File: config.mk
export PLATFORM = sky130hd
export DESIGN_NAME = fetch_unit
export DESIGN_NICKNAME = d
export VERILOG_FILES = /design/src/rtl/fetch_unit_pkg.sv /design/src/rtl/fetch_pc_sel.sv /design/src/rtl/fetch_unit.sv
export SDC_FILE = /design/constraint.sdc
export NUM_CORES = 1
export LEC_CHECK = 0
export BUFFER_PORTS_ARGS = -buffer_cell sky130_fd_sc_hd__buf_2
export CORE_MARGIN = 3
export CORE_UTILIZATION = 51
export CTS_CLUSTER_SIZE = 28
export DETAILED_ROUTE_END_ITERATION = 8
export PLACE_DENSITY = 0.82
export SLEW_MARGIN = 20
export SYNTH_ARGS = -nofsm -noshare
export SYNTH_HDL_FRONTEND = slang
export SYNTH_SLANG_ARGS = --single-unit
File: constraint.sdc
create_clock -name clock -period 2.3 [get_ports clock]
set_input_delay 0.115 -clock clock [delete_from_list [all_inputs] [get_ports clock]]
set_output_delay 0.115 -clock clock [all_outputs]
set_load 0.01 [all_outputs]
File: src/rtl/fetch_unit_pkg.sv
// rtl/fetch_unit_pkg.sv - shared constants, encodings and helpers for the IF stage
package fetch_unit_pkg;

   // Instruction word loaded into IF/ID when no real instruction is available
   localparam logic [31:0] NOP_WORD = 32'h0000_0000;

   // Redirect target selection driven by Decode
   typedef enum logic [1:0] {
      SEL_PCIMD2EXT = 2'b00,
      SEL_PCINDEX   = 2'b01,
      SEL_REGA      = 2'b10,
      SEL_EXC       = 2'b11
   } seltipopc_e;

   // Fetch FSM states
   typedef enum logic [1:0] {
      ST_IDLE    = 2'b00,
      ST_REQ     = 2'b01,
      ST_HOLD    = 2'b10,
      ST_DISCARD = 2'b11
   } fetch_state_e;

   // Sequential PC advance; wraps modulo 2^32
   function automatic logic [31:0] pc_plus4(input logic [31:0] pc);
      return pc + 32'd4;
   endfunction

endpackage

File: src/rtl/fetch_pc_sel.sv
// rtl/fetch_pc_sel.sv - redirect target mux with word alignment and misalign detect
//
// Ports:
//   i_seltipopc  in  2   target select (pcimd2ext / pcindex / rega / exception vector)
//   i_pcimd2ext  in  32  branch target
//   i_pcindex    in  32  J/JAL target
//   i_rega       in  32  register target (JR/JALR)
//   o_target     out 32  selected target with bits [1:0] cleared
//   o_misalign   out 1   selected target had nonzero bits [1:0]
module fetch_pc_sel
   import fetch_unit_pkg::*;
#(
   parameter logic [31:0] EXC_VECTOR = 32'h8000_0180
) (
   input  logic [1:0]  i_seltipopc,
   input  logic [31:0] i_pcimd2ext,
   input  logic [31:0] i_pcindex,
   input  logic [31:0] i_rega,
   output logic [31:0] o_target,
   output logic        o_misalign
);

   logic [31:0] w_raw;

   always_comb begin
      w_raw = i_pcimd2ext;
      case (i_seltipopc)
         SEL_PCIMD2EXT: w_raw = i_pcimd2ext;
         SEL_PCINDEX:   w_raw = i_pcindex;
         SEL_REGA:      w_raw = i_rega;
         SEL_EXC:       w_raw = EXC_VECTOR;
         default:       w_raw = i_pcimd2ext;
      endcase
   end

   assign o_target   = w_raw & ~32'd3;
   assign o_misalign = |w_raw[1:0];

endmodule

File: src/rtl/fetch_unit.sv
// rtl/fetch_unit.sv - IF stage: PC, instruction-memory req/ack, IF/ID register
//
// Ports:
//   clock, reset        rising-edge clock, synchronous active-high reset
//   fw_if_id_stall      hold IF/ID and PC (load-use stall)
//   id_if_selfontepc    redirect request from Decode
//   id_if_seltipopc     redirect target select
//   id_if_pcimd2ext, id_if_pcindex, id_if_rega   redirect target candidates
//   if_mem_req/addr     instruction read request and word address
//   mem_if_ack/data     read completion and instruction word
//   if_id_instrucao     IF/ID instruction (NOP when bubble)
//   if_id_proximopc     PC+4 of the IF/ID instruction
//   if_id_valid         IF/ID holds a real instruction
//   if_misalign         one-cycle pulse: redirect target was not word aligned
//   if_fetch_count      instructions delivered to IF/ID (wraps)
module fetch_unit
   import fetch_unit_pkg::*;
#(
   parameter logic [31:0] RESET_PC   = 32'h0000_0000,
   parameter logic [31:0] EXC_VECTOR = 32'h8000_0180
) (
   input  logic        clock,
   input  logic        reset,
   input  logic        fw_if_id_stall,
   input  logic        id_if_selfontepc,
   input  logic [1:0]  id_if_seltipopc,
   input  logic [31:0] id_if_pcimd2ext,
   input  logic [31:0] id_if_pcindex,
   input  logic [31:0] id_if_rega,
   output logic        if_mem_req,
   output logic [31:0] if_mem_addr,
   input  logic        mem_if_ack,
   input  logic [31:0] mem_if_data,
   output logic [31:0] if_id_instrucao,
   output logic [31:0] if_id_proximopc,
   output logic        if_id_valid,
   output logic        if_misalign,
   output logic [31:0] if_fetch_count
);

   fetch_state_e r_state;
   fetch_state_e w_state_next;

   logic [31:0] r_pc;
   logic [31:0] r_hold;
   logic [31:0] r_instr;
   logic [31:0] r_proxpc;
   logic        r_valid;
   logic        r_misalign;
   logic [31:0] r_count;

   logic [31:0] w_target;
   logic        w_target_misalign;
   logic        w_redir;
   logic        w_req;
   logic        w_ld_mem;
   logic        w_ld_hold;
   logic        w_capture;
   logic        w_bubble;
   logic        w_pc_inc;

   fetch_pc_sel #(
      .EXC_VECTOR (EXC_VECTOR)
   ) u_pc_sel (
      .i_seltipopc (id_if_seltipopc),
      .i_pcimd2ext (id_if_pcimd2ext),
      .i_pcindex   (id_if_pcindex),
      .i_rega      (id_if_rega),
      .o_target    (w_target),
      .o_misalign  (w_target_misalign)
   );

   // A redirect only counts when the branch really sits in IF/ID and the
   // pipeline is moving; under stall the branch is re-evaluated later.
   assign w_redir = id_if_selfontepc & r_valid & ~fw_if_id_stall;

   always_ff @(posedge clock) begin
      if (reset) r_state <= ST_IDLE;
      else       r_state <= w_state_next;
   end

   always_comb begin
      w_state_next = r_state;
      w_req        = 1'b0;
      w_ld_mem     = 1'b0;
      w_ld_hold    = 1'b0;
      w_capture    = 1'b0;
      w_bubble     = 1'b0;
      w_pc_inc     = 1'b0;
      case (r_state)
         ST_IDLE: begin
            w_state_next = ST_REQ;
         end
         ST_REQ: begin
            w_req = 1'b1;
            if (w_redir) begin
               // Wrong-path word: drop it if it arrives now, else wait it out
               w_bubble = 1'b1;
               if (!mem_if_ack) w_state_next = ST_DISCARD;
            end else if (mem_if_ack && !fw_if_id_stall) begin
               w_ld_mem = 1'b1;
               w_pc_inc = 1'b1;
            end else if (mem_if_ack) begin
               w_capture    = 1'b1;
               w_state_next = ST_HOLD;
            end else if (!fw_if_id_stall) begin
               w_bubble = 1'b1;
            end
         end
         ST_HOLD: begin
            if (w_redir) begin
               w_bubble     = 1'b1;
               w_state_next = ST_REQ;
            end else if (!fw_if_id_stall) begin
               w_ld_hold    = 1'b1;
               w_pc_inc     = 1'b1;
               w_state_next = ST_REQ;
            end
         end
         ST_DISCARD: begin
            // The stale request must complete before the new PC is issued
            if (!fw_if_id_stall) w_bubble = 1'b1;
            if (mem_if_ack) w_state_next = ST_REQ;
         end
         default: w_state_next = ST_IDLE;
      endcase
   end

   always_ff @(posedge clock) begin
      if (reset) begin
         r_pc       <= RESET_PC;
         r_hold     <= NOP_WORD;
         r_instr    <= NOP_WORD;
         r_proxpc   <= 32'd0;
         r_valid    <= 1'b0;
         r_misalign <= 1'b0;
         r_count    <= 32'd0;
      end else begin
         if (w_redir)       r_pc <= w_target;
         else if (w_pc_inc) r_pc <= pc_plus4(r_pc);

         r_misalign <= w_redir & w_target_misalign;

         if (w_capture) r_hold <= mem_if_data;

         if (w_ld_mem) begin
            r_instr  <= mem_if_data;
            r_proxpc <= pc_plus4(r_pc);
            r_valid  <= 1'b1;
            r_count  <= r_count + 32'd1;
         end else if (w_ld_hold) begin
            r_instr  <= r_hold;
            r_proxpc <= pc_plus4(r_pc);
            r_valid  <= 1'b1;
            r_count  <= r_count + 32'd1;
         end else if (w_bubble) begin
            r_instr <= NOP_WORD;
            r_valid <= 1'b0;
         end
      end
   end

   assign if_mem_req      = w_req;
   assign if_mem_addr     = r_pc;
   assign if_id_instrucao = r_instr;
   assign if_id_proximopc = r_proxpc;
   assign if_id_valid     = r_valid;
   assign if_misalign     = r_misalign;
   assign if_fetch_count  = r_count;

endmodule
==> impl_results.md, run 1 <==
- Status: complete, no violations
- Syn-to-layout area delta: 31.1%
- Endpoints failing setup: 0
- Port Buf Inserts: 261
- Synth warn: 0
- Top FF cell, synth: dfxtp_1
- H-tree levels: 4
- Post-CTS sizing: 0
- Post-route ant nets: 0
- Grt total ovfl: 0
- Via count: about 8500
- Async S/R FF share, synth: 0%
- LEAKAGE: 4.39 nW
- Share of cells above drive strength 1: 27.0%
- Number of flops mapped to enable cells by yosys: 0
- Post-Syn Area: 8080 um2
- RR Endpoint: if_mem_addr[30]$_SDFFE_PP0P_
- Period utilisation layout: 93.3%
- Seq cells post-synth: 160
- Num rows: 45
- CTS Buf Count: 17
- Final core occ: 68.9%
- DIE HEIGHT: 132 um
- DR DRC count: 0
- Crit Path Category: reg2reg
- Crit start category: flop
- DRT iter0 DRCs: 778
- Routability cong.: around 0.93
- Final worst path period need: 2.14 ns
- Slowest cell on crit path: nor4_4
- I/O pin count: 266
- First-pass GRT wire length: 38700 um
- Top cell type's share of synthesized area: 39.6%
- Final setup margin: 0.155 ns
- Critical Path, Cell by Cell: ha_1 -> nand3_1 -> buf_4 -> nor4_4 -> nand4_1 -> and3_1 -> o31a_1
- Arrival time at the worst endpoint: roughly 2.5 ns
- Worst Tran Pin Value: 0.931 ns
- Final #Nets: 1435
- Hold slack: roughly 0.047 ns
- Power Density: 689 nW/um2
- Clk buf depth: 2
- Drt pass-1 iters: 5
- Worst vdd ir: 0.578 mV
- Starting Density: around 53%
- Synth area leaders: dfxtp_1 (40%), a21oi_1 (6.3%), nand2_1 (5.2%), nor2_1 (5.2%), a211oi_1 (4.8%)
- Total Routing Usage GR: 26.8%
- Setup Buffers After CTS: 0
- Register area: 3200 um2
- Worst EP required: approximately 2.6 ns
- Clk slew on worst S/H paths: 0.06 ns
- Max_cap viols: 0
- FF-to-FF setup slack: 0.16 ns
- Clk_skew: 0.00732 ns
- Routed WL: 24400 um
- CTS tree: built
- Reg2reg path depth: 7
- Vias in the first global route: approximately 7700
- Instance count on the critical path: 7
- RSZ-0062 raised after global routing: false
- Initial antenna violation count: 0
- Fin. Hold Viols: 0
- CP endpoint kind: flop
- Worst Path Buf+Inv: 1
- CP max stage delay: about 0.40 ns
- Pin count of the biggest net entering global routing: 140
- Hold crit path type: in2reg
- R2R Path Start: if_mem_addr[2]$_SDFFE_PP0P_
- Later-pin clock latency in the skew report: 0.43 ns
- F_max: 466 MHz
- Critical path startpoint: if_mem_addr[2]$_SDFFE_PP0P_
- Non-Filler Instances: 1518
- Synth area leader: dfxtp_1
- CTS root buf: clkbuf_16
- Post-Syn Instances: approximately 1000
- Slew HR: 37.7%
- Count of cell types in the netlist: a little over 50
- CP Max Fanout: 7
- Die area: 17400 um2
- CTS Hold Buffers Added: 32
- Inst Count DP: ~1500
- Seq/Total Area, Yosys: 39.6%
- Fill cells: 1257
- Die width: 132 um
- Setup WS pre-CTS: 0.218 ns
- Critical path's top delay family: simple AND/OR/NAND/NOR gates
- Core area: 15400 um2
- Post-DP HPWL: 16500 um
- Setup_tns: 0 ns
- Multi-input gate area: 4500 um2
- CP endpoint: if_mem_addr[30]$_SDFFE_PP0P_
- Count of final max-slew check failures: 0
- Syn Area/Cell: 7.88 um2
- Drt wl/cell: 16.1 um
- Routed vias/inst: 5.62
- Clk sinks: 160
registers in the layout (all words and copies together), names as in the netlist:
name             cells
r_state              2
if_id_instrucao     32
r_hold              32
if_id_proximopc     30
if_mem_addr         30
if_id_valid          1
if_fetch_count      32
if_misalign          1
synth_stat cells, types with 4 or more instances:
cell and number:
dfxtp_1 160, nand2_1 111, nor2_1 111, a21oi_1 101
clkbuf_1 77, nand3_1 64, o21ai_0 64, a211oi_1 52
xnor2_1 35, xor2_1 34, a31oi_1 33, mux2i_1 29
nand4_1 16, and3_1 15, inv_1 12, nor3_1 12
nor4_1 11, or3_1 10, buf_2 8, and4_1 6
ha_1 6, a21o_1 5, and2_1 4, buf_4 4
layout make-up:
cell class                      count  share of cell area, %
Timing Repair Buffer              336                   18.9
Clock buffer                       22                   4.48
Tap cell                          211                   2.49
Antenna cell                        1                 0.0236
Clock inverter                      9                   1.03
Inverter                           12                  0.425
Sequential cell                   160                   30.2
Multi-Input combinational cell    767                   42.4
routing by layer:
metal	share of wire, %	vias to the layer above	global-route usage [%]
li1	-	4163	-
met1	39	3902	32.0
met2	50	397	46.7
met3	6.6	70	5.08
met4	3.8	0	12.4
met5	0	-	0
report_power, final:
part	total, mW	switching (mW)	leakage (nW)	internal (mW)
clock	2.78	1.10	0.286	1.68
combinational	1.44	0.878	2.81	0.566
sequential	3.08	0.119	1.29	2.96
total	7.30	2.10	4.39	5.20
worst register-to-register path, cell delays in order, from the launching register on:
cell     delay (ns)
dfxtp_1        0.34
ha_1           0.22
nand3_1        0.18
buf_4          0.20
nor4_4         0.40
nand4_1        0.17
and3_1         0.23
o31a_1         0.30
cells by family after synthesis:
family                   after synthesis  synth area share, %
AO/OA/AOI/OAI                        278                 20.4
adder cells (fa/ha/maj)                6                0.929
AND/OR/NAND/NOR                      378                 22.4
flip-flops                           160                 39.6
other                                  1               0.0464
XOR/XNOR                              69                 7.48
multiplexers                          32                 4.01
buffers and inverters                102                 5.05
worst min-delay path by stage:
stage,depth (start not counted),slack (ns),end,from
final,3,0.05,if_mem_addr[19]$_SDFFE_PP0P_,id_if_rega[19]
after floorplan,2,0.25,r_hold[0]$_SDFFE_PP0P_,mem_if_data[0]
after global routing,3,0.04,if_mem_addr[19]$_SDFFE_PP0P_,id_if_rega[19]
after detailed placement,3,0.37,r_hold[11]$_SDFFE_PP0P_,mem_if_data[11]
after CTS,3,0.04,if_mem_addr[18]$_SDFFE_PP0P_,id_if_rega[18]
after global placement,3,0.37,r_hold[19]$_SDFFE_PP0P_,mem_if_data[19]
through the flow:
step / area, um2 / power (mW)
after floorplan: 8090 / 3.96
after global placement: 9690 / 4.49
after detailed placement: 9690 / 4.52
after CTS: 10600 / 7.31
after global routing: 10600 / 7.62
final: 10600 / 7.30
cells in the final DEF, fill, tap and decap left out, types with 35 or more instances in the layout:
cell,Yosys,layout
buf_4,4,40
nor2_1,111,111
a211oi_1,52,52
a21oi_1,101,100
o21ai_0,64,64
dfxtp_1,160,160
xnor2_1,35,35
buf_2,8,260
nand3_1,64,64
nand2_1,111,110
No activity file was read; power rests on OpenSTA's default activity.
==> run 2: changes to the inputs <==
Settings changed: CORE_UTILIZATION 51 to 55, PLACE_DENSITY 0.82 to 0.88.
Clock period 2.3 ns to 2.8 ns, I/O delays scaled along.
==> run 2 against run 1 <==
Net effect:
- clock power decreased by 6%
- global-route usage increased by 3.2 points
- hold slack improved by 0.028 ns
- clock skew increased by 0.0021 ns
- final cell count decreased by 3.2%
- utilization increased by 5.2 points
- count of clock-buffer cells in the layout unchanged
- setup slack improved by 0.23 ns
- fmax decreased by 11%
- largest cell class unchanged
- largest power group is now clock
==> impl_results.md, run 2 (synthesis results as in run 1) <==
- Status: complete, no violations (unchanged)
- Final worst path period need: 2.41 ns (was 2.14 ns)
- CP endpoint: if_mem_addr[22]$_SDFFE_PP0P_ (was if_mem_addr[30]$_SDFFE_PP0P_)
- Setup Buffers After CTS: 0 (unchanged)
- Critical Path, Cell by Cell: ha_1 -> nand3_1 -> or4_4 -> or2_2 -> o311ai_1 -> a21oi_1 (was ha_1 -> nand3_1 -> buf_4 -> nor4_4 -> nand4_1 -> and3_1 -> o31a_1)
- F_max: 415 MHz (was 466 MHz)
- Drt pass-1 iters: 7 (was 5)
- Slowest cell on crit path: or4_4 (was nor4_4)
- Crit start category: flop (unchanged)
- Vias in the first global route: 8046 (was 7745)
- Post-DP HPWL: 16700 um (was 16500 um)
- Period utilisation layout: 86.1% (was 93.3%)
- Grt total ovfl: 0 (unchanged)
- Setup_tns: 0 ns (unchanged)
- Clk buf depth: 2 (unchanged)
- Hold slack: 0.0745 ns (was 0.0470 ns)
- Hold crit path type: in2reg (unchanged)
- Critical path startpoint: if_mem_addr[2]$_SDFFE_PP0P_ (unchanged)
- Pin count of the biggest net entering global routing: 140 (unchanged)
- Fill cells: 1039 (was 1257)
- Post-route ant nets: 0 (unchanged)
- Clk slew on worst S/H paths: 0.06 ns (about the same)
- RR Endpoint: if_mem_addr[22]$_SDFFE_PP0P_ (was if_mem_addr[30]$_SDFFE_PP0P_)
- First-pass GRT wire length: 39700 um (was 38700 um)
- Later-pin clock latency in the skew report: 0.43 ns (about the same)
- Top Usage Layer GRT: met2 (unchanged)
- Total Routing Usage GR: 30.0% (was 26.8%)
- Clk_skew: 0.00941 ns (was 0.00732 ns)
- Grt met1 use: 34.8% (was 32.0%)
- Port Buf Inserts: 261 (unchanged)
- Fin. Hold Viols: 0 (unchanged)
- Worst Tran Pin Value: 0.683 ns (was 0.931 ns)
- Share of cells above drive strength 1: 25.9% (was 27.0%)
- Routability cong.: 0.902 (was 0.932)
- H-tree levels: 4 (unchanged)
- LEAKAGE: 4.33 nW (was 4.39 nW)
- CTS Buf Count: 17 (unchanged)
- CTS root buf: clkbuf_16 (unchanged)
- GRT met2 Usage: 53.4% (was 46.7%)
- CP endpoint kind: flop (unchanged)
- Power Density: 601 nW/um2 (was 689 nW/um2)
- Met3 global-route usage: 5.18% (was 5.08%)
- Non-Filler Instances: 1470 (was 1518)
- Routed WL: 24900 um (was 24400 um)
- Core area: 14100 um2 (was 15400 um2)
- Via count: 8579 (was 8532)
- I/O pin count: 266 (unchanged)
- DRT iter0 DRCs: 851 (was 778)
- DR DRC count: 0 (unchanged)
- Worst EP required: 3.09 ns (was 2.61 ns)
- RSZ-0062 raised after global routing: false (unchanged)
- Die width: 127 um (was 132 um)
- Inst Count DP: 1405 (was 1454)
- Slew HR: 54.3% (was 37.7%)
- CP Max Fanout: 6 (was 7)
- CP max stage delay: 0.61 ns (was 0.40 ns)
- Final #Nets: 1417 (was 1435)
- Worst vdd ir: 0.435 mV (was 0.578 mV)
- Die area: 16200 um2 (was 17400 um2)
- Arrival time at the worst endpoint: 2.70 ns (was 2.45 ns)
- Count of final max-slew check failures: 0 (unchanged)
- DIE HEIGHT: 127 um (was 132 um)
- Syn-to-layout area delta: 29.9% (was 31.1%)
- Initial antenna violation count: 1 (was 0)
- Starting Density: 57.1% (was 52.6%)
- FF-to-FF setup slack: 0.39 ns (was 0.16 ns)
- Clk sinks: 160 (unchanged)
- Commonest cells after routing, fill and taps aside: buf_2 (260), dfxtp_1 (160), nor2_1 (111), nand2_1 (110), a21oi_1 (100) (unchanged)
- Num rows: 43 (was 45)
- Endpoints failing setup: 0 (unchanged)
- Drt wl/cell: 16.9 um (was 16.1 um)
- R2R Path Start: if_mem_addr[2]$_SDFFE_PP0P_ (unchanged)
- Max_cap viols: 0 (unchanged)
- Hold depth: 5 (was 3)
- Crit Path Category: reg2reg (unchanged)
- CTS tree: built (unchanged)
- Post-CTS sizing: 0 (unchanged)
- Most common cell after layout, fill and taps aside: buf_2 (unchanged)
- Reg2reg path depth: 6 (was 7)
- Routed vias/inst: 5.84 (was 5.62)
## run 2: worst max-delay path: cells and delay by family, from the launching register on
kind / cells / cell delay, ns
simple gates: 3 / 1.21
flops: 1 / 0.44
compound gates: 2 / 0.34
fa+ha+maj: 1 / 0.29
## run 2: cell type report
class	instances	area [um2]	share of cell area, %
Multi-Input combinational cell	767	4500	42.9
Sequential cell	160	3200	30.5
Timing Repair Buffer	318	1850	17.7
Clock buffer	22	454	4.33
Tap cell	180	225	2.15
Clock inverter	10	208	1.98
Inverter	12	45.0	0.429
Antenna cell	1	2.50	0.0238
## run 2: per-stage QoR
step / util, % / total power, mW / cell area, um2 / setup slack, ns
after floorplan: - / 3.25 / 8090 / 0.605
final: 74.2 / 6.31 / 10500 / 0.388
after detailed placement: 67.2 / 3.69 / 9510 / 0.416
after CTS: 74.2 / 6.31 / 10500 / 0.382
after global routing: 74.2 / 6.55 / 10500 / 0.190
after global placement: 67.2 / 3.66 / 9510 / 0.529
## run 2: worst min path at each step
| stage | end | from | slack, ns |
|---|---|---|---|
| 2_1_floorplan | r_hold[0]$_SDFFE_PP0P_ | mem_if_data[0] | 0.28 |
| 3_3_place_gp | r_hold[15]$_SDFFE_PP0P_ | mem_if_data[15] | 0.39 |
| 3_5_place_dp | r_hold[16]$_SDFFE_PP0P_ | mem_if_data[16] | 0.40 |
| 4_1_cts | if_misalign$_SDFF_PP0_ | id_if_rega[1] | 0.06 |
| 5_1_grt | if_mem_addr[19]$_SDFFE_PP0P_ | id_if_rega[19] | 0.08 |
| 6_report | if_misalign$_SDFF_PP0_ | id_if_rega[1] | 0.07 |
## run 2: metal layers
layer / vias to the layer above / part of all wire, % / wire length [um]
li1: 4133 / - / -
met2: 461 / 51 / 12600
met4: 0 / 3.9 / 975
met1: 3922 / 39 / 9620
met3: 63 / 6.8 / 1700
met5: - / 0 / 0
## run 2: power by group
part | switching [mW] | total (mW) | internal, mW
combinational | 0.704 | 1.15 | 0.441
sequential | 0.118 | 2.55 | 2.43
clock | 0.921 | 2.62 | 1.70
## run 2: what timing repair did
item                                    in CTS  in global routing
endpoints found under the setup margin       0                  0
hold buffers                                32                  0
hold endpoints to repair                    32                  0
